===== src/rtl/sync_wire_arbiter_pkg.sv =====
// Shared definitions for the sync_wire_arbiter block.
//   state_e    : arbiter FSM encoding (IDLE / LOCKED)
//   clog2      : elaboration-time ceil(log2(v)), minimum 1
//   rr_select  : rotating-priority pick over up to 8 requesters
package sync_wire_arbiter_pkg;

  typedef enum logic {
    IDLE   = 1'b0,
    LOCKED = 1'b1
  } state_e;

  localparam int MAX_REQ = 8;

  function automatic int clog2(input int v);
    int r;
    r = 1;
    while ((1 << r) < v) r = r + 1;
    return r;
  endfunction

  // Scan starts one past lw and wraps at n, so the last winner has the
  // lowest priority. Requests above n-1 are never looked at.
  function automatic logic rr_select(input logic [MAX_REQ-1:0] req,
                                     input int lw, input int n,
                                     output int idx);
    logic found;
    int   i;
    found = 1'b0;
    idx   = 0;
    for (int k = 1; k <= MAX_REQ; k++) begin
      i = (lw + k) % n;
      if (k <= n && !found && req[i[2:0]]) begin
        found = 1'b1;
        idx   = i;
      end
    end
    return found;
  endfunction

endpackage


===== src/rtl/sync_wire_arbiter_rr_pick.sv =====
// Combinational rotating priority encoder.
//   req         : per-requester request vector
//   last_winner : most recent grant; scanning begins just after it
//   idx         : selected requester (valid when found)
//   found       : at least one request present
module sync_wire_arbiter_rr_pick
  import sync_wire_arbiter_pkg::*;
#(
  parameter int NREQ = 4,
  parameter int IW   = 2
) (
  input  logic [NREQ-1:0] req,
  input  logic [IW-1:0]   last_winner,
  output logic [IW-1:0]   idx,
  output logic            found
);

  logic [MAX_REQ-1:0] req_ext;
  int                 idx_i;

  assign req_ext = MAX_REQ'(req);

  always_comb begin
    idx_i = 0;
    found = rr_select(req_ext, int'(last_winner), NREQ, idx_i);
    idx   = IW'(idx_i);
  end

endmodule


===== src/rtl/sync_wire_arbiter.sv =====
// Round-robin arbiter with burst locking onto one registered output channel.
//   CLK, RST_N      : clock, async active-low reset
//   REQ/LAST/DIN    : per-requester beat valid, end-of-burst flag, data
//   GNT             : combinational one-hot grant (zero while output blocked)
//   DOUT/DOUT_VALID : registered shared beat; DOUT_READY is consumer accept
//   BUSY            : a burst owns the channel
//   OVF             : one-cycle pulse when a burst is cut at max_burst
module sync_wire_arbiter
  import sync_wire_arbiter_pkg::*;
#(
  parameter int width     = 32,
  parameter int nreq      = 4,
  parameter int max_burst = 16
) (
  input  logic                  CLK,
  input  logic                  RST_N,
  input  logic [nreq-1:0]       REQ,
  input  logic [nreq-1:0]       LAST,
  input  logic [nreq*width-1:0] DIN,
  output logic [nreq-1:0]       GNT,
  output logic [width-1:0]      DOUT,
  output logic                  DOUT_VALID,
  input  logic                  DOUT_READY,
  output logic                  BUSY,
  output logic                  OVF
);

  localparam int IW  = clog2(nreq);
  localparam int CW  = clog2(max_burst + 1);
  localparam bit MB1 = (max_burst == 1);

  state_e                       state_q, state_d;
  logic [IW-1:0]                owner_q, owner_d;
  logic [IW-1:0]                lw_q, lw_d;
  logic [CW-1:0]                cnt_q, cnt_d, cnt_inc;
  logic                         ovf_q, ovf_d;
  logic [width-1:0]             dout_q, dout_d;
  logic                         vld_q, vld_d;

  logic [nreq-1:0][width-1:0]   din_arr;
  logic [IW-1:0]                pick_idx, sel;
  logic                         pick_found, can_accept, xfer, last_sel;

  assign din_arr = DIN;

  sync_wire_arbiter_rr_pick #(.NREQ(nreq), .IW(IW)) u_pick (
    .req         (REQ),
    .last_winner (lw_q),
    .idx         (pick_idx),
    .found       (pick_found)
  );

  // Output process: grant is combinational. Reset is folded in so grants
  // vanish the moment RST_N falls, not at the next edge.
  always_comb begin
    can_accept = !vld_q || DOUT_READY;
    sel        = (state_q == LOCKED) ? owner_q : pick_idx;
    GNT        = '0;
    if (RST_N && can_accept && (state_q == LOCKED || pick_found))
      GNT[sel] = 1'b1;
    xfer       = |(REQ & GNT);
    last_sel   = LAST[sel];
  end

  // Next-state process: FSM, owner, rotation pointer, beat counter.
  always_comb begin
    state_d = state_q;
    owner_d = owner_q;
    lw_d    = lw_q;
    cnt_d   = cnt_q;
    ovf_d   = 1'b0;
    cnt_inc = cnt_q + CW'(1);
    if (xfer) begin
      unique case (state_q)
        IDLE: begin
          // max_burst==1: every beat is its own burst; a non-LAST one is a cut.
          if (last_sel || MB1) begin
            lw_d  = sel;
            ovf_d = !last_sel;
          end else begin
            state_d = LOCKED;
            owner_d = sel;
            cnt_d   = CW'(1);
          end
        end
        LOCKED: begin
          if (last_sel || cnt_inc == CW'(max_burst)) begin
            state_d = IDLE;
            lw_d    = owner_q;
            cnt_d   = '0;
            ovf_d   = !last_sel;
          end else begin
            cnt_d = cnt_inc;
          end
        end
        default: state_d = IDLE;
      endcase
    end
  end

  // Output channel: load only the granted lane so other lanes' DIN never reach DOUT.
  always_comb begin
    dout_d = dout_q;
    vld_d  = vld_q;
    if (xfer) begin
      dout_d = din_arr[sel];
      vld_d  = 1'b1;
    end else if (DOUT_READY) begin
      vld_d = 1'b0;
    end
  end

  // State register process.
  always_ff @(posedge CLK or negedge RST_N) begin
    if (!RST_N) begin
      state_q <= IDLE;
      owner_q <= '0;
      lw_q    <= IW'(nreq - 1);
      cnt_q   <= '0;
      ovf_q   <= 1'b0;
      dout_q  <= '0;
      vld_q   <= 1'b0;
    end else begin
      state_q <= state_d;
      owner_q <= owner_d;
      lw_q    <= lw_d;
      cnt_q   <= cnt_d;
      ovf_q   <= ovf_d;
      dout_q  <= dout_d;
      vld_q   <= vld_d;
    end
  end

  assign DOUT       = dout_q;
  assign DOUT_VALID = vld_q;
  assign BUSY       = (state_q == LOCKED);
  assign OVF        = ovf_q;

endmodule


===== config.mk =====
export PLATFORM = sky130hd
export DESIGN_NAME = sync_wire_arbiter
export DESIGN_NICKNAME = d
export VERILOG_FILES = /design/src/rtl/sync_wire_arbiter_pkg.sv /design/src/rtl/sync_wire_arbiter_rr_pick.sv /design/src/rtl/sync_wire_arbiter.sv
export SDC_FILE = /design/constraint.sdc
export NUM_CORES = 1
export LEC_CHECK = 0
export ABC_AREA = 1
export BUFFER_PORTS_ARGS = -buffer_cell sky130_fd_sc_hd__buf_4
export CAP_MARGIN = 25
export CELL_PAD_IN_SITES_DETAIL_PLACEMENT = 1
export CELL_PAD_IN_SITES_GLOBAL_PLACEMENT = 2
export CORE_ASPECT_RATIO = 1.1
export CORE_MARGIN = 2
export CORE_UTILIZATION = 23
export DETAILED_ROUTE_END_ITERATION = 16
export PLACE_DENSITY_LB_ADDON = 0.1
export SYNTH_ARGS = -nofsm -noshare
export SYNTH_HDL_FRONTEND = slang
export SYNTH_SLANG_ARGS = --single-unit

===== constraint.sdc =====
create_clock -name CLK -period 4.05 [get_ports CLK]
set_input_delay 0.6075 -clock CLK [delete_from_list [all_inputs] [get_ports CLK]]
set_output_delay 0.6075 -clock CLK [all_outputs]
set_load 0.02 [all_outputs]

==> results.cfg <==
[pwr]
p_per_area_mw_per_mm2 = 928.6
peakVddDrop_v = 0.0004172
p_total_uw = 4307
cellLeakagePower_uw = 0.002424

[floorplanning]
die_h_um = 125.7
row_count = 44
die_area_mm2 = 0.01440
placeableCoreArea_mm2 = 0.01316
initial_core_util_pct = 23.52
io_pins = 178
die_w_um = 114.6

[cells_and_area]
antenna_cells = 0
nets = 772
nFillCells = 1722
area_delta_synth_final_pct = 49.90
fin_util_pct = 35.25
drive_gt1_share_pct = 34.60

[sta]
setup_viol = 0
skew_ns = 0.005512
rsz0062_at_grt = false
min_period_ns = 3.233
setup-tns-final_ns = 0
max_freq_ghz = 0.3093
tightest_slew_ns = 0.6127
fin_crit_sh_pct = 79.84
slew_viol_final = 0
hold_viol = 0
max_slew_margin_pct = 59.16

[detailed_routing]
vias_per_cell = 4.670
wl_per_cell_um = 16.05
firstDrtPassIters = 4
via_count = 3708
dr.first_iter.drc_count = 140
wl_um = 12740
final_antenna_net_count = 0
drc = 0

[critical_path]
slowest_stage = dfstp_2
worstSetupPathType = reg -> out
cp_slowest_stage_delay_ns = 0.64
startpoint_type = flip-flop
cpMostUsedCell = nand2_1
cp.required_ns = 3.44
cp_top_family = simple AND/OR/NAND/NOR gates
critical_path_buf_inv_count = 2
crit_chain = inv_4 -> nand2_1 -> nand2_1 -> nand2_1 -> nand2_1 -> nand2_1 -> nand2_2 -> a21oi_1 -> nand2_2 -> nand2_4 -> nand2_2 -> nor2_1 -> buf_4
worstSetupEndpointType = output port
crit_arrival_ns = 2.63
crit_fanout = 41

[synth]
netlist_area_mm2 = 0.003094
synth_area_per_cell_um2 = 6.583
ys.warnings.count = 0
synth_area_leaders = dfrtp_1, nand2_1, nand3_1
ys.flop_type = dfrtp_1
synth_top_area_share_pct = 33.97
async_reset_ff_share_pct = 100.0
ys_ff_latch = 44
syn_inst = 470
synth_nets = 610
yosysUniqueCellTypes = 32
yosys.area.top_type = dfrtp_1
ys_seq_area_share_pct = 35.67
synthTopCellsByCount = nand2_1, nand3_1, dfrtp_1, nand4_1, a21oi_1
synth_edf_count = 0
synth.most_common_cell = nand2_1

[global_routing]
antenna_found_initial = 0
grt_pass1_wl_um = 20360
grt_pass1_vias = 4100
grtUsageTotal_pct = 17.83
overflow = 0
grt_max_degree = 46

[clock_network]
cts_tree = yes
htreeDepth = 2
clk_latency_ns = 0.28
post_cts_resized = 0
clk_pin_slew_ns = 0.07
ctsHoldBuffers = 0
cts_sinks = 44
clk_path_buf_depth = 2
cts_root_buf = clkbuf_16
postCtsSetupRepairBufs = 0
cts_made_buffers = 5

[flow_run]
max_cap_violations = 0

[place]
gp_congestion = 0.8086
place_hpwl_um = 9698
io_buffers = 177

[min_path]
hold_path_class = in -> async

[status]
status = finished clean
## report_power, final
group | switching (uW) | internal (uW) | total, uW
Sequential | 138 | 647 | 784
Combinational | 2110 | 993 | 3100
Clock | 173 | 245 | 418
## registers in the layout (all words and copies together) (netlist names)
name and cells:
DOUT_VALID 1, lw_q 2, BUSY 1, OVF 1, cnt_q 5, DOUT 32, owner_q 2
## through the flow
step                      instance area, um2  hold slack, ns  setup slack, ns  instances
after global placement                  4484          0.4553           0.9302        786
after global routing                    4638          0.3890           0.4874        794
after detailed placement                4484          0.4698           0.8118        786
after floorplan                         3094          0.3119            1.239        470
final                                   4638          0.3413           0.8166        794
after CTS                               4638          0.3654           0.7783        794
## placed cells by master, fill, tap and decap left out, drive strengths merged
| master | Yosys | final |
|---|---|---|
| clkbuf | 2 | 6 |
| ha | 1 | 1 |
| dfstp | 2 | 2 |
| nand4 | 23 | 23 |
| nand3 | 66 | 66 |
| clkinv | 1 | 1 |
| clkinvlp | 0 | 2 |
| dfrtp | 42 | 42 |
| o21a | 1 | 1 |
| xor2 | 1 | 1 |
| a21oi | 18 | 18 |
| nand3b | 2 | 2 |
| o21bai | 1 | 1 |
| o21ai | 18 | 18 |
| buf | 24 | 181 |
| nor2 | 18 | 18 |
| xnor2 | 1 | 1 |
| inv | 16 | 16 |
| nand2 | 229 | 229 |
| nor3 | 4 | 4 |
## per-layer routing
layer	global-route usage (%)	routed length, um	vias up
li1	-	-	1853
met1	19.74	4998	1745
met2	33.48	6679	98
met4	3.730	190	0
met3	5.053	875	12
met5	0	0	-
## area by class of cell
class | count | area, um2 | area share, %
well taps | 161 | 201.4 | 4.343
repair buffers | 181 | 1359 | 29.30
clock inverters | 2 | 15.01 | 0.3237
clock buffers | 6 | 138.9 | 2.994
inverters | 17 | 67.56 | 1.457
flip-flops and latches | 44 | 1104 | 23.79
multi-input cells | 383 | 1753 | 37.79
## kinds of logic (layout without fill, tap and decap cells)
kind of cell / after synthesis / after routing / share of synthesized area (%)
adders and majority gates: 1 / 1 / 0.4043
DFF: 44 / 44 / 35.67
AOI/OAI and AO/OA: 38 / 38 / 6.794
and+or+nand+nor: 342 / 342 / 48.89
xor gates and xnor gates: 2 / 2 / 0.5662
buffers and inverters: 43 / 206 / 7.683
## worst paths after layout
| path | from | endpoint | slack (ns) | depth (start not counted) |
|---|---|---|---|---|
| max | lw_q[0]$_DFFE_PN1P_ | GNT[0] | 0.82 | 13 |
| min | RST_N | DOUT[3]$_DFFE_PN0P_ | 0.34 | 1 |
| max reg2reg | lw_q[0]$_DFFE_PN1P_ | DOUT[1]$_DFFE_PN0P_ | 0.87 | 16 |
| min reg2reg | DOUT[2]$_DFFE_PN0P_ | DOUT[2]$_DFFE_PN0P_ | 0.48 | 2 |
| max in group asynchronous | RST_N | DOUT[17]$_DFFE_PN0P_ | 3.30 | 1 |
| min in group CLK | DOUT[2]$_DFFE_PN0P_ | DOUT[2]$_DFFE_PN0P_ | 0.48 | 2 |
Power figures use the tool's default switching activity.
